[src/rtl/audio_mix_scheduler.sv]
// Mixes NUM_CH stereo PCM sources into one saturated {R,L} word per frame and
// hands it to audio_output through a toggle/full write port with holdoff pacing.
module audio_mix_scheduler #(
  parameter int NUM_CH  = 4,
  parameter int TIMEOUT = 255,
  parameter int HOLDOFF = 4
) (
  input  logic                  clk,
  input  logic                  reset,
  input  logic [NUM_CH*32-1:0]  src_data,
  input  logic [NUM_CH-1:0]     src_valid,
  output logic [NUM_CH-1:0]     src_ready,
  input  logic [NUM_CH-1:0]     ch_enable,
  output logic [31:0]           out_data,
  output logic                  out_valid_toggle,
  input  logic                  out_full,
  output logic [15:0]           underrun_count,
  output logic [15:0]           frame_count
);

  localparam int AW = 16 + $clog2(NUM_CH);
  localparam int CW = $clog2(NUM_CH);
  localparam int HW = $clog2(HOLDOFF + 1);

  localparam logic signed [AW-1:0] SAT_MAX = AW'(32767);
  localparam logic signed [AW-1:0] SAT_MIN = AW'(-32768);

  typedef enum logic [1:0] {IDLE, GATHER, SAT, PUSH} state_t;

  state_t                 state_q, state_d;
  logic [NUM_CH-1:0]      en_lat_q, en_lat_d;
  logic [CW-1:0]          ch_q, ch_d;
  logic [15:0]            wait_q, wait_d;
  logic signed [AW-1:0]   acc_l_q, acc_l_d;
  logic signed [AW-1:0]   acc_r_q, acc_r_d;
  logic [HW-1:0]          holdoff_q, holdoff_d;
  logic [31:0]            out_data_q, out_data_d;
  logic                   tog_q, tog_d;
  logic [15:0]            underrun_q, underrun_d;
  logic [15:0]            frame_q, frame_d;
  logic                   adv;

  logic [31:0]            samp_a [NUM_CH];
  logic [31:0]            samp;
  logic signed [AW-1:0]   samp_l, samp_r;

  for (genvar g = 0; g < NUM_CH; g++) begin : g_split
    assign samp_a[g] = src_data[32*g +: 32];
  end

  assign samp   = samp_a[ch_q];
  assign samp_l = AW'($signed(samp[15:0]));
  assign samp_r = AW'($signed(samp[31:16]));

  function automatic logic [15:0] sat16(input logic signed [AW-1:0] v);
    if (v > SAT_MAX)      return 16'h7FFF;
    else if (v < SAT_MIN) return 16'h8000;
    else                  return v[15:0];
  endfunction

  // State and control registers; reset discards any in-flight frame.
  always_ff @(posedge clk) begin
    if (reset) begin
      state_q    <= IDLE;
      en_lat_q   <= '0;
      ch_q       <= '0;
      wait_q     <= '0;
      holdoff_q  <= '0;
      out_data_q <= '0;
      tog_q      <= 1'b0;
      underrun_q <= '0;
      frame_q    <= '0;
    end else begin
      state_q    <= state_d;
      en_lat_q   <= en_lat_d;
      ch_q       <= ch_d;
      wait_q     <= wait_d;
      holdoff_q  <= holdoff_d;
      out_data_q <= out_data_d;
      tog_q      <= tog_d;
      underrun_q <= underrun_d;
      frame_q    <= frame_d;
    end
  end

  // Accumulators need no reset: IDLE clears them before every frame.
  always_ff @(posedge clk) begin
    acc_l_q <= acc_l_d;
    acc_r_q <= acc_r_d;
  end

  always_comb begin
    state_d    = state_q;
    en_lat_d   = en_lat_q;
    ch_d       = ch_q;
    wait_d     = wait_q;
    acc_l_d    = acc_l_q;
    acc_r_d    = acc_r_q;
    out_data_d = out_data_q;
    tog_d      = tog_q;
    underrun_d = underrun_q;
    frame_d    = frame_q;
    holdoff_d  = (holdoff_q != '0) ? holdoff_q - 1'b1 : '0;
    adv        = 1'b0;

    case (state_q)
      IDLE: begin
        en_lat_d = ch_enable;
        acc_l_d  = '0;
        acc_r_d  = '0;
        ch_d     = '0;
        wait_d   = '0;
        state_d  = GATHER;
      end
      GATHER: begin
        if (!en_lat_q[ch_q]) begin
          adv = 1'b1;
        end else if (src_valid[ch_q]) begin
          acc_l_d = acc_l_q + samp_l;
          acc_r_d = acc_r_q + samp_r;
          adv     = 1'b1;
        end else if (wait_q == 16'(TIMEOUT - 1)) begin
          if (underrun_q != 16'hFFFF) underrun_d = underrun_q + 16'd1;
          adv = 1'b1;
        end else begin
          wait_d = wait_q + 16'd1;
        end
        if (adv) begin
          wait_d = '0;
          if (ch_q == CW'(NUM_CH - 1)) state_d = SAT;
          else                         ch_d    = ch_q + 1'b1;
        end
      end
      SAT: begin
        out_data_d = {sat16(acc_r_q), sat16(acc_l_q)};
        state_d    = PUSH;
      end
      PUSH: begin
        // full lags the toggle capture, so it is only trusted once holdoff expires.
        if (holdoff_q == '0 && !out_full) begin
          tog_d     = ~tog_q;
          frame_d   = frame_q + 16'd1;
          holdoff_d = HW'(HOLDOFF);
          state_d   = IDLE;
        end
      end
      default: state_d = IDLE;
    endcase
  end

  always_comb begin
    src_ready = '0;
    if (state_q == GATHER && en_lat_q[ch_q]) src_ready[ch_q] = 1'b1;
  end

  assign out_data         = out_data_q;
  assign out_valid_toggle = tog_q;
  assign underrun_count   = underrun_q;
  assign frame_count      = frame_q;

endmodule

[config.mk]
export PLATFORM = sky130hd
export DESIGN_NAME = audio_mix_scheduler
export DESIGN_NICKNAME = d
export VERILOG_FILES = /design/src/rtl/audio_mix_scheduler.sv
export SDC_FILE = /design/constraint.sdc
export NUM_CORES = 1
export LEC_CHECK = 0
export ABC_AREA = 1
export CAP_MARGIN = 40
export CELL_PAD_IN_SITES_DETAIL_PLACEMENT = 0
export CELL_PAD_IN_SITES_GLOBAL_PLACEMENT = 1
export CORE_MARGIN = 2
export CORE_UTILIZATION = 38
export CTS_BUF_LIST = sky130_fd_sc_hd__clkbuf_16
export DETAILED_ROUTE_END_ITERATION = 16
export GPL_TIMING_DRIVEN = 0
export PLACE_DENSITY = 0.89
export SYNTH_ARGS = -nofsm -noshare
export SYNTH_HDL_FRONTEND = slang
export SYNTH_SLANG_ARGS = --single-unit
[constraint.sdc]
create_clock -name clk -period 5.1 [get_ports clk]
set_input_delay 0.765 -clock clk [delete_from_list [all_inputs] [get_ports clk]]
set_output_delay 0.765 -clock clk [all_outputs]
set_load 0.005 [all_outputs]
==> results of run 1 <==
-- routing by layer --
metal,routed length (um),up-vias
met5,0,-
met4,486,0
met3,1180,36
met2,13800,252
met1,12600,4370
li1,-,4814
-- critical path, delay by kind of cell (launching register included) --
family	cells	cell delay, ps
AOI/OAI and AO/OA	4	1160
DFF	1	370
and+or+nand+nor	5	530
adders and majority gates	2	540
buffers and inverters	3	900
-- cell usage in the layout, fill, tap and decap left out, types with 6 or more instances in the layout --
master                              n
sky130_fd_sc_hd__buf_2              6
sky130_fd_sc_hd__nand3_1           66
sky130_fd_sc_hd__nand4_1           15
sky130_fd_sc_hd__ha_1              48
sky130_fd_sc_hd__inv_1            109
sky130_fd_sc_hd__nor3_1            14
sky130_fd_sc_hd__o21ai_0          145
sky130_fd_sc_hd__nor4_1             6
sky130_fd_sc_hd__dfxtp_1           92
sky130_fd_sc_hd__nand2_1          297
sky130_fd_sc_hd__nor2_1           193
sky130_fd_sc_hd__nand3b_1           7
sky130_fd_sc_hd__clkbuf_16         19
sky130_fd_sc_hd__xor2_1            16
sky130_fd_sc_hd__edfxtp_1          36
sky130_fd_sc_hd__clkbuf_1          33
sky130_fd_sc_hd__nand2_2            7
sky130_fd_sc_hd__clkdlybuf4s50_1  206
sky130_fd_sc_hd__buf_1              7
sky130_fd_sc_hd__a21oi_1          135
sky130_fd_sc_hd__o22ai_1           29
-- power groups by stage --
stage / Clock, W / Sequential, W / Combinational [W]
floorplan: 0 / 0.00156 / 0.00260
global placement: 0 / 0.00160 / 0.00370
detailed placement: 0 / 0.00158 / 0.00382
CTS: 0.00127 / 0.00156 / 0.00384
global route: 0.00131 / 0.00159 / 0.00436
finish: 0.00125 / 0.00156 / 0.00386
-- cell families after synthesis --
kind of cell	after synthesis	synth area share, %
buffers and inverters	162	7.43
and+or+nand+nor	615	29.7
adders and majority gates	50	7.40
xor gates and xnor gates	20	2.02
DFF	128	33.8
AOI/OAI and AO/OA	324	19.7
-- registers in the layout (all words and copies together) (netlist names), 3 cells and up --
register and flops:
acc_l_q 18, acc_r_q 18, en_lat_q 4, frame_count 16
holdoff_q 3, out_data 32, underrun_count 16, wait_q 16
-- metrics by stage --
| stage | setup WS, ps | instances | hold WS, ps | util, % | cell area (sq um) |
|---|---|---|---|---|---|
| 2_1_floorplan | 1870 | 1299 | 426 | - | 8650 |
| 5_1_grt | 1090 | 1825 | 477 | 52.2 | 11700 |
| 3_5_place_dp | 1430 | 1792 | 440 | 49.5 | 11100 |
| 6_report | 1360 | 1825 | 451 | 52.2 | 11700 |
| 3_3_place_gp | 85.4 | 1790 | 440 | 49.2 | 11100 |
| 4_1_cts | 1400 | 1824 | 451 | 52.2 | 11700 |
-- area by class of cell --
class | count | area, sq um
antenna | 1 | 2.50
buffer | 49 | 214
clock buffer | 19 | 475
clock inverter | 13 | 133
fill | 2256 | 10800
inverter | 113 | 429
multi-input combinational | 1009 | 5100
sequential | 128 | 2920
tap | 285 | 357
timing repair buffer | 208 | 2100
-- worst paths after layout --
kind                 end  slack, ps  depth (start not counted)
max reg2reg  acc_l_q[16]       1360                         14
min reg2reg  en_lat_q[0]        450                          2
min          en_lat_q[0]        450                          2
max          acc_l_q[16]       1360                         14
==> qor.log, run 1 <==
[pwr] power consumption 0.00668 W
[yosys] cell types occupying the most area after synthesis sky130_fd_sc_hd__dfxtp_1 (21%), sky130_fd_sc_hd__nand2_1 (13%), sky130_fd_sc_hd__edfxtp_1 (12%)
[die] number of rows in the core area 55
[yosys] sequential area share after synthesis 33.8%
[clock_tree] Clock Sinks 128
[yosys] area share of the leading cell type in the synthesized netlist 21.3%
[route] Total Routed Length 28000 um
[timing] Max Clock Freq 267 MHz
[timing] Tcrit/Tclk final 73.4%
[timing] Setup TNS Final 0 ps
[clock_tree] clock buffer depth 2
[pwr] switching power summed over all nets 0.00314 W
[global_routing] wire length of the first global-routing pass 45000 um
[route] number of detailed-route iterations in the first pass 5
[global_routing] most crowded layer after global routing met2
[clock_tree] root buf cell sky130_fd_sc_hd__clkbuf_16
[timing] slew at the pin with the worst max-slew slack 703 ps
[place] Buffers on Ports 206
[pwr] net switching fraction of the power 47.0%
[pwr] Leakage Power 4.62 nW
[worst_setup_path] critical path, cell by cell buf_4 > buf_2 > clkbuf_1 > o21ai_0 > o22ai_1 > ha_1 > fa_1 > nand2_1 > nand3_1 > nand2_1 > o21ai_0 > nand2_1 > a21oi_1 > nor2_1
[yosys] warning count from the yosys run 0
[global_routing] maximum number of pins on one net before global-route repair 17
[route] Final ANT Viol Nets 0
[pwr] clock group share of total power 18.7%
[layout] fraction of final layout cells with drive strength greater than 1 4.29%
[global_routing] global-route congestion overflow total 0
[die] Die Ht 155 um
[yosys] cell area after synthesis 0.00865 sq mm
[place] Routability Congestion 0.906
[pwr] sequential cell fraction of total power 23.4%
[layout] final layout net count 1715
[route] routed len/inst 15.3 um
[timing] setup repair after global routing missed its margin false
[clock_tree] clk slew on worst S/H paths 60 ps
[worst_setup_path] kind of critical path flip-flop to flip-flop
[timing] final worst path period need 3740 ps
[worst_hold_path] type of the worst min-delay path flip-flop to flip-flop
[die] horizontal extent of the die 155 um
[die] total I/O pin count 208
[clock_tree] hold_buf cts 0
[die] full die area 0.0240 sq mm
[timing] Final Max Slew Viols 0
[global_routing] global routing usage summed across all routing layers 23.3%
[worst_setup_path] first element of the critical path ch_q[0]
[die] Core Footprint 0.0225 sq mm
[clock_tree] number of buffers created by CTS 17
[clock_tree] number of buffers added for setup after CTS 0
[route] Vias 9472
[pwr] Logic pwr share 57.8%
[run_status] result of the run finished clean
[pwr] P_int 0.00354 W
[yosys] number of storage elements in the synthesis netlist 128
[pwr] PD cells 569 mW/mm^2
[timing] final-report hold violation count 0
[yosys] average cell area after synthesis 6.66 sq um
[worst_setup_path] Critical Path RT 5280 ps
[worst_setup_path] launch instance of the worst register-to-register path ch_q[0]
[yosys] syn nets 1488
[clock_tree] Resized cells post-CTS 0
[clock_tree] Clock Latency Late Sink 430 ps
[yosys] ranking of synthesized cells by instance count sky130_fd_sc_hd__nand2_1 (297), sky130_fd_sc_hd__nor2_1 (193), sky130_fd_sc_hd__o21ai_0 (145)
[worst_setup_path] Worst Setup Start Kind flip-flop
[clock_tree] number of levels in the clock H-tree 4
[global_routing] number of global-route vias before repair 9006
[worst_hold_path] worst min-delay path startpoint en_lat_q[0]
[global_routing] met1 layer usage reported by global route 29.3%
[route] detailed router's first-iteration violation count 645
[worst_setup_path] kind of capture point of the worst setup path flip-flop
[layout] Area growth syn-to-layout 35.7%
[die] Initial Utilization 38.5%
[run] MaxCap Viol Count 0
[timing] worst setup skew after layout 10.0 ps
[yosys] top flip-flop cell by instance count after synthesis sky130_fd_sc_hd__dfxtp_1
[route] # DRC 0
[yosys] most frequently used cell type in the post-synthesis netlist sky130_fd_sc_hd__nand2_1
[yosys] number of synthesized flops with an enable pin 36
[worst_setup_path] longest individual stage delay on the worst path 560 ps
[timing] setup-violating endpoint count in the final report 0
[global_routing] number of antenna violations at the first check in global routing 1
[yosys] fraction of registers with async set or reset after synthesis 0%
[yosys] unique cell type count in the Yosys netlist 39
[yosys] top cell type by total area after synthesis sky130_fd_sc_hd__dfxtp_1
[route] vias per inst 5.19
[worst_setup_path] Crit Path Max Fanout 10
[place] DPL Wire Length 21800 um
[worst_setup_path] cell type of the slowest stage on the worst timing path sky130_fd_sc_hd__o21ai_0
[global_routing] met3 Track Usage GR 3.51%
[pwr] worst voltage drop across the vdd grid 0.247 mV
[global_routing] GRT met2 Usage 41.5%
[yosys] Synth Instances 1299
[timing] Slew HR 53.1%
[clock_tree] clock tree from TritonCTS built
[worst_setup_path] cell occurring most often along the worst timing path sky130_fd_sc_hd__nand2_1
[worst_setup_path] endpoint arrival time on the critical path 3920 ps
(Power assumes the default switching activity.)
==> run 2, diff against run 1 <==
--- a/config.mk
+++ b/config.mk
@@ -10,11 +10,11 @@
 export CELL_PAD_IN_SITES_DETAIL_PLACEMENT = 0
 export CELL_PAD_IN_SITES_GLOBAL_PLACEMENT = 1
 export CORE_MARGIN = 2
-export CORE_UTILIZATION = 38
+export CORE_UTILIZATION = 32
 export CTS_BUF_LIST = sky130_fd_sc_hd__clkbuf_16
 export DETAILED_ROUTE_END_ITERATION = 16
 export GPL_TIMING_DRIVEN = 0
-export PLACE_DENSITY = 0.89
+export PLACE_DENSITY = 0.8
 export SYNTH_ARGS = -nofsm -noshare
 export SYNTH_HDL_FRONTEND = slang
 export SYNTH_SLANG_ARGS = --single-unit
==> constraint.sdc (replaced) <==
create_clock -name clk -period 3.4 [get_ports clk]
set_input_delay 0.51 -clock clk [delete_from_list [all_inputs] [get_ports clk]]
set_output_delay 0.51 -clock clk [all_outputs]
set_load 0.005 [all_outputs]
==> run 2 against run 1 <==
Net effect:
- global-route usage down 2.6 points
- clock power up 38%
- sequential power up 51%
- clock-buffer cell count down 2
- core utilization down 8.0 points
- cell count up 3.0%
- fmax up 18%
==> qor.log, run 2 (synthesis results as in run 1) <==
[run_status] result of the run finished clean [unchanged]
[place] Buffers on Ports 206 [unchanged]
[timing] Setup TNS Final 0 ps [unchanged]
[layout] commonest cells after routing, fill and taps aside sky130_fd_sc_hd__nand2_1 (297), sky130_fd_sc_hd__clkdlybuf4s50_1 (206), sky130_fd_sc_hd__nor2_1 (193) [unchanged]
[worst_setup_path] Worst Setup Start Kind flip-flop [unchanged]
[clock_tree] clock buffer depth 2 [unchanged]
[timing] Slew HR 54.2% [was 53.1%]
[clock_tree] clock tree from TritonCTS built [unchanged]
[pwr] Logic pwr share 59.3% [was 57.8%]
[route] # DRC 0 [unchanged]
[place] Routability Congestion 0.885 [was 0.906]
[pwr] switching power summed over all nets 0.00482 W [was 0.00314 W]
[pwr] worst voltage drop across the vdd grid 0.390 mV [was 0.247 mV]
[die] Initial Utilization 32.4% [was 38.5%]
[global_routing] global routing usage summed across all routing layers 20.7% [was 23.3%]
[worst_setup_path] launch instance of the worst register-to-register path ch_q[0] [unchanged]
[route] Final ANT Viol Nets 0 [unchanged]
[layout] Area growth syn-to-layout 36.3% [was 35.7%]
[worst_hold_path] type of the worst min-delay path flip-flop to flip-flop [unchanged]
[worst_setup_path] endpoint arrival time on the critical path 3330 ps [was 3920 ps]
[die] Die Ht 168 um [was 155 um]
[pwr] net switching fraction of the power 48.0% [was 47.0%]
[layout] non-filler instance count after layout 1880 [was 1825]
[clock_tree] Clock Sinks 128 [unchanged]
[layout] Design Area, Final 0.0118 sq mm [was 0.0117 sq mm]
[global_routing] wire length of the first global-routing pass 46700 um [was 45000 um]
[route] detailed router's first-iteration violation count 683 [was 645]
[place] instance count after placement with tap cells included 1848 [was 1792]
[die] full die area 0.0284 sq mm [was 0.0240 sq mm]
[worst_hold_path] worst min-delay path startpoint en_lat_q[0] [unchanged]
[pwr] power consumption 0.0100 W [was 0.00668 W]
[worst_setup_path] Crit Path Max Fanout 10 [unchanged]
[pwr] sequential cell fraction of total power 23.4% [about the same]
[route] number of detailed-route iterations in the first pass 5 [unchanged]
[pwr] clock group share of total power 17.3% [was 18.7%]
[global_routing] number of global-route vias before repair 9029 [was 9006]
[worst_setup_path] longest individual stage delay on the worst path 370 ps [was 560 ps]
[timing] Final Max Slew Viols 0 [unchanged]
[global_routing] global-route congestion overflow total 0 [unchanged]
[clock_tree] clk slew on worst S/H paths 60 ps [about the same]
[layout] number of fillers in the final layout 2817 [was 2256]
[timing] worst setup skew after layout 11.4 ps [was 10.0 ps]
[place] post-place setup slack -370 ps [was 1430 ps]
[worst_setup_path] kind of capture point of the worst setup path flip-flop [unchanged]
[die] Core Footprint 0.0267 sq mm [was 0.0225 sq mm]
[worst_setup_path] first element of the critical path ch_q[0] [unchanged]
[place] DPL Wire Length 22900 um [was 21800 um]
[clock_tree] number of buffers created by CTS 17 [unchanged]
[timing] slew at the pin with the worst max-slew slack 688 ps [was 703 ps]
[place] DP Area 0.0112 sq mm [was 0.0111 sq mm]
[run] MaxCap Viol Count 0 [unchanged]
[pwr] Leakage Power 4.64 nW [was 4.62 nW]
[route] vias per inst 4.96 [was 5.19]
[timing] setup-violating endpoint count in the final report 0 [unchanged]
[worst_setup_path] critical path, cell by cell buf_4 > buf_2 > clkbuf_4 > o21ai_0 > o22ai_1 > ha_2 > fa_1 > nand2_1 > nand3_1 > nand2_1 > o21ai_2 > nand2_1 > nand2_1 > nand2_1 > inv_1 > nor2_1 [was buf_4 > buf_2 > clkbuf_1 > o21ai_0 > o22ai_1 > ha_1 > fa_1 > nand2_1 > nand3_1 > nand2_1 > o21ai_0 > nand2_1 > a21oi_1 > nor2_1]
[clock_tree] Clock Latency Late Sink 420 ps [was 430 ps]
[layout] leading cell type in the layout, fill and taps excluded sky130_fd_sc_hd__nand2_1 [unchanged]
[global_routing] number of antenna violations at the first check in global routing 0 [was 1]
[timing] crit path setup slack, layout 242 ps [was 1360 ps]
[timing] final worst path period need 3160 ps [was 3740 ps]
[layout] final layout net count 1715 [unchanged]
[die] number of rows in the core area 60 [was 55]
[worst_setup_path] kind of critical path flip-flop to flip-flop [unchanged]
[clock_tree] number of levels in the clock H-tree 4 [unchanged]
[clock_tree] root buf cell sky130_fd_sc_hd__clkbuf_16 [unchanged]
[route] routed len/inst 15.7 um [was 15.3 um]
[die] total I/O pin count 208 [unchanged]
[pwr] P_int 0.00522 W [was 0.00354 W]
[global_routing] maximum number of pins on one net before global-route repair 17 [unchanged]
[layout] fraction of final layout cells with drive strength greater than 1 5.65% [was 4.29%]
[layout] max reg flops 32 [unchanged]
[route] Vias 9321 [was 9472]
[pwr] PD cells 851 mW/mm^2 [was 569 mW/mm^2]
[timing] Max Clock Freq 317 MHz [was 267 MHz]
[worst_setup_path] Critical Path RT 3580 ps [was 5280 ps]
[timing] final-report hold violation count 0 [unchanged]
[worst_setup_path] cell occurring most often along the worst timing path sky130_fd_sc_hd__nand2_1 [unchanged]
[layout] total inserted antenna cells 0 [was 1]
[die] horizontal extent of the die 168 um [was 155 um]
[route] Total Routed Length 29500 um [was 28000 um]
[timing] Tcrit/Tclk final 92.9% [was 73.4%]
[worst_setup_path] cell type of the slowest stage on the worst timing path sky130_fd_sc_hd__dfxtp_1 [was sky130_fd_sc_hd__o21ai_0]
[run 2: power groups by stage]
stage          Sequential [W]  Combinational, W  Clock [W]
3_5_place_dp          0.00238           0.00584          0
4_1_cts               0.00235           0.00587    0.00177
3_3_place_gp          0.00238           0.00559          0
2_1_floorplan         0.00234           0.00390          0
5_1_grt               0.00240           0.00672    0.00183
6_report              0.00235           0.00595    0.00173
[run 2: path summary, 6_finish.rpt]
kind / slack [ps] / cells past startpoint / to
setup / recovery: 240 / 16 / acc_l_q[12]
hold / removal: 450 / 2 / en_lat_q[0]
setup reg to reg: 240 / 16 / acc_l_q[12]
hold reg to reg: 450 / 2 / en_lat_q[0]
[run 2: layer usage]
| metal | wire, um | share of wire [%] | GRT usage, % |
|---|---|---|---|
| met2 | 14500 | 49 | 36.6 |
| met4 | 465 | 1.6 | 5.28 |
| met5 | 0 | 0 | 0 |
| met3 | 1220 | 4.1 | 3.76 |
| met1 | 13300 | 45 | 26.0 |
[run 2: critical path, delay by kind of cell (launching register included)]
kind,cells,cell delay [ps]
adders and majority gates,2,520
DFF,1,370
AOI/OAI and AO/OA,3,640
buffers and inverters,4,790
and+or+nand+nor,7,580
[run 2: repair_timing]
action | in CTS | in global routing
endpoints found under the setup margin | 10 | 15
buffers inserted | 0 | 0
gates cloned | 0 | 0
hold buffers | 0 | 0
resized for setup | 8 | 29
[run 2: final cells by class]
class / instances / area [sq um] / share of cell area, %
clock inverters: 15 / 118 / 0.997
multi-input cells: 1009 / 5120 / 43.4
clock buffers: 17 / 425 / 3.61
plain buffers: 49 / 239 / 2.03
well taps: 341 / 427 / 3.62
flip-flops and latches: 128 / 2920 / 24.8
repair buffers: 208 / 2120 / 17.9
inverters: 113 / 429 / 3.64
[run 2: metrics by stage]
step	hold WS, ps	utilization (%)
after floorplan	426	-
after global placement	439	41.7
after detailed placement	444	42.0
after CTS	452	44.0
after global routing	480	44.1
final	452	44.1
==> run 3, diff against run 2 <==
--- a/config.mk
+++ b/config.mk
@@ -14,7 +14,9 @@
 export CTS_BUF_LIST = sky130_fd_sc_hd__clkbuf_16
 export DETAILED_ROUTE_END_ITERATION = 16
 export GPL_TIMING_DRIVEN = 0
+export MAX_ROUTING_LAYER = met4
 export PLACE_DENSITY = 0.8
+export SKIP_LAST_GASP = 1
 export SYNTH_ARGS = -nofsm -noshare
 export SYNTH_HDL_FRONTEND = slang
 export SYNTH_SLANG_ARGS = --single-unit
==> run 3 against run 2 <==
Net effect:
- core utilization is essentially flat
- clock power is essentially flat
- global-route usage is 0.59 points higher
- sequential share of layout area about the same
- wire length shrank 0.28%
- clock skew down 1.3 ps
- design area hardly changed
- flip-flop and latch count did not move
- clock-buffer cell count is the same
- fmax fell by 0.66%
- critical path depth fell by 2
- via count rose by 0.24%
==> qor.log, run 3 (synthesis results as in run 1) <==
[timing] Final Max Slew Viols 0 [unchanged]
[timing] slew at the pin with the worst max-slew slack 711 ps [was 688 ps]
[layout] max reg flops 32 [unchanged]
[layout] non-filler instance count after layout 1880 [unchanged]
[die] number of rows in the core area 60 [unchanged]
[pwr] Leakage Power 4.64 nW [about the same]
[clock_tree] root buf cell sky130_fd_sc_hd__clkbuf_16 [unchanged]
[worst_setup_path] kind of critical path flip-flop to flip-flop [unchanged]
[global_routing] global-route congestion overflow total 0 [unchanged]
[pwr] power consumption 0.0100 W [about the same]
[timing] Max Clock Freq 315 MHz [was 317 MHz]
[global_routing] number of antenna violations at the first check in global routing 0 [unchanged]
[route] vias per inst 4.97 [was 4.96]
[worst_setup_path] Crit Path Max Fanout 10 [unchanged]
[global_routing] number of global-route vias before repair 9041 [was 9029]
[worst_setup_path] critical path, cell by cell buf_4 > buf_2 > clkbuf_4 > o21ai_0 > o22ai_1 > ha_2 > fa_1 > nand2_1 > nand3_1 > nand2_1 > o21ai_1 > nand3_1 > a21oi_1 > nor2_1 [was buf_4 > buf_2 > clkbuf_4 > o21ai_0 > o22ai_1 > ha_2 > fa_1 > nand2_1 > nand3_1 > nand2_1 > o21ai_2 > nand2_1 > nand2_1 > nand2_1 > inv_1 > nor2_1]
[die] full die area 0.0284 sq mm [unchanged]
[die] Die Ht 168 um [unchanged]
[clock_tree] clock tree from TritonCTS built [unchanged]
[worst_setup_path] endpoint arrival time on the critical path 3350 ps [was 3330 ps]
[die] Initial Utilization 32.4% [unchanged]
[route] # DRC 0 [unchanged]
[clock_tree] number of levels in the clock H-tree 4 [unchanged]
[place] DPL Wire Length 22900 um [unchanged]
[clock_tree] clk slew on worst S/H paths 60 ps [about the same]
[die] Core Footprint 0.0267 sq mm [unchanged]
[timing] Tcrit/Tclk final 93.5% [was 92.9%]
[layout] number of fillers in the final layout 2816 [was 2817]
[clock_tree] Clock Latency Late Sink 420 ps [about the same]
[place] Routability Congestion 0.900 [was 0.885]
[pwr] worst voltage drop across the vdd grid 0.392 mV [was 0.390 mV]
[clock_tree] hold_buf cts 0 [unchanged]
[run_status] result of the run finished clean [unchanged]
[worst_hold_path] Hold Crit Depth 2 [unchanged]
[pwr] PD cells 850 mW/mm^2 [was 851 mW/mm^2]
[clock_tree] number of buffers created by CTS 17 [unchanged]
[timing] setup-violating endpoint count in the final report 0 [unchanged]
[timing] final worst path period need 3180 ps [was 3160 ps]
[layout] total inserted antenna cells 0 [unchanged]
[worst_setup_path] kind of capture point of the worst setup path flip-flop [unchanged]
[worst_setup_path] longest individual stage delay on the worst path 380 ps [was 370 ps]
[global_routing] global routing usage summed across all routing layers 21.3% [was 20.7%]
[global_routing] maximum number of pins on one net before global-route repair 17 [unchanged]
[layout] final layout net count 1715 [unchanged]
[worst_setup_path] Worst Setup Start Kind flip-flop [unchanged]
[route] Total Routed Length 29400 um [was 29500 um]
[timing] Slew HR 52.6% [was 54.2%]
[worst_hold_path] type of the worst min-delay path flip-flop to flip-flop [unchanged]
[global_routing] wire length of the first global-routing pass 46600 um [was 46700 um]
[layout] leading cell type in the layout, fill and taps excluded sky130_fd_sc_hd__nand2_1 [unchanged]
[run] MaxCap Viol Count 0 [unchanged]
[worst_setup_path] reg2reg path depth 14 [was 16]
[die] horizontal extent of the die 168 um [unchanged]
[clock_tree] number of buffers added for setup after CTS 0 [unchanged]
[place] Buffers on Ports 206 [unchanged]
[route] Vias 9343 [was 9321]
[clock_tree] Clock Sinks 128 [unchanged]
[die] total I/O pin count 208 [unchanged]
[timing] worst setup skew after layout 10.1 ps [was 11.4 ps]
[route] routed len/inst 15.6 um [was 15.7 um]
[place] instance count after placement with tap cells included 1848 [unchanged]
[route] number of detailed-route iterations in the first pass 5 [unchanged]
[worst_setup_path] cell type of the slowest stage on the worst timing path sky130_fd_sc_hd__dfxtp_1 [unchanged]
[worst_setup_path] Critical Path RT 3570 ps [was 3580 ps]
[route] detailed router's first-iteration violation count 644 [was 683]
[timing] final-report hold violation count 0 [unchanged]
[timing] setup repair after global routing missed its margin true
[clock_tree] Resized cells post-CTS 8 [unchanged]
[clock_tree] clock buffer depth 2 [unchanged]
[layout] Area growth syn-to-layout 36.3% [about the same]
[route] Final ANT Viol Nets 0 [unchanged]
[layout] fraction of final layout cells with drive strength greater than 1 5.59% [was 5.65%]
[layout] commonest cells after routing, fill and taps aside sky130_fd_sc_hd__nand2_1 (297), sky130_fd_sc_hd__clkdlybuf4s50_1 (206), sky130_fd_sc_hd__nor2_1 (193) [unchanged]
-- run 3: cell count changes in the layout (fill, tap and decap cells not counted) --
| cell | delta |
|---|---|
| sky130_fd_sc_hd__fa_1 | +1 |
| sky130_fd_sc_hd__fa_2 | -1 |
-- run 3: worst paths after layout --
path	to	slack [ps]	from
setup / recovery	acc_l_q[14]	220	ch_q[0]
hold / removal	en_lat_q[0]	450	en_lat_q[0]
setup reg to reg	acc_l_q[14]	220	ch_q[0]
hold reg to reg	en_lat_q[0]	450	en_lat_q[0]
-- run 3: final cells by class --
cell class,count,area [sq um],share of cell area (%)
Tap cell,341,427,3.62
Inverter,113,429,3.64
Clock buffer,17,425,3.61
Clock inverter,15,118,0.997
Timing Repair Buffer,208,2120,17.9
Multi-Input combinational cell,1009,5120,43.4
Sequential cell,128,2920,24.8
Buffer,49,239,2.03
-- run 3: metal layers --
metal / wire [um] / vias up / part of all wire (%) / GRT usage [%]
met3: 1210 / 33 / 4.1 / 3.39
met5: 0 / - / 0 / -
li1: - / 4820 / - / -
met2: 14400 / 218 / 49 / 36.7
met4: 491 / 0 / 1.7 / 5.28
met1: 13300 / 4272 / 45 / 26.1
-- run 3: metrics by stage --
stage	TNS, ps	utilization (%)	instance area, sq um	hold slack [ps]	setup WS (ps)
finish	0	44.1	11800	452	221
global placement	-53300	41.7	11100	439	-1440
floorplan	0	-	8650	426	167
CTS	0	44.0	11800	452	20.0
detailed placement	-1410	42.0	11200	444	-370
global route	-15.1	44.1	11800	480	-11.5
-- run 3: where the power goes --
group	switching (W)	total [W]	internal [W]	leakage, nW
Sequential	0.000235	0.00235	0.00211	1.11
Clock	0.000737	0.00174	0.000999	0.272
Combinational	0.00384	0.00594	0.00210	3.26
-- run 3: critical path, delay by kind of cell (launching register included) --
kind	cells	cell delay, ps
buffers and inverters	3	750
adder cells (fa/ha/maj)	2	520
flip-flops	1	380
AO/OA/AOI/OAI	4	790
AND/OR/NAND/NOR	5	490
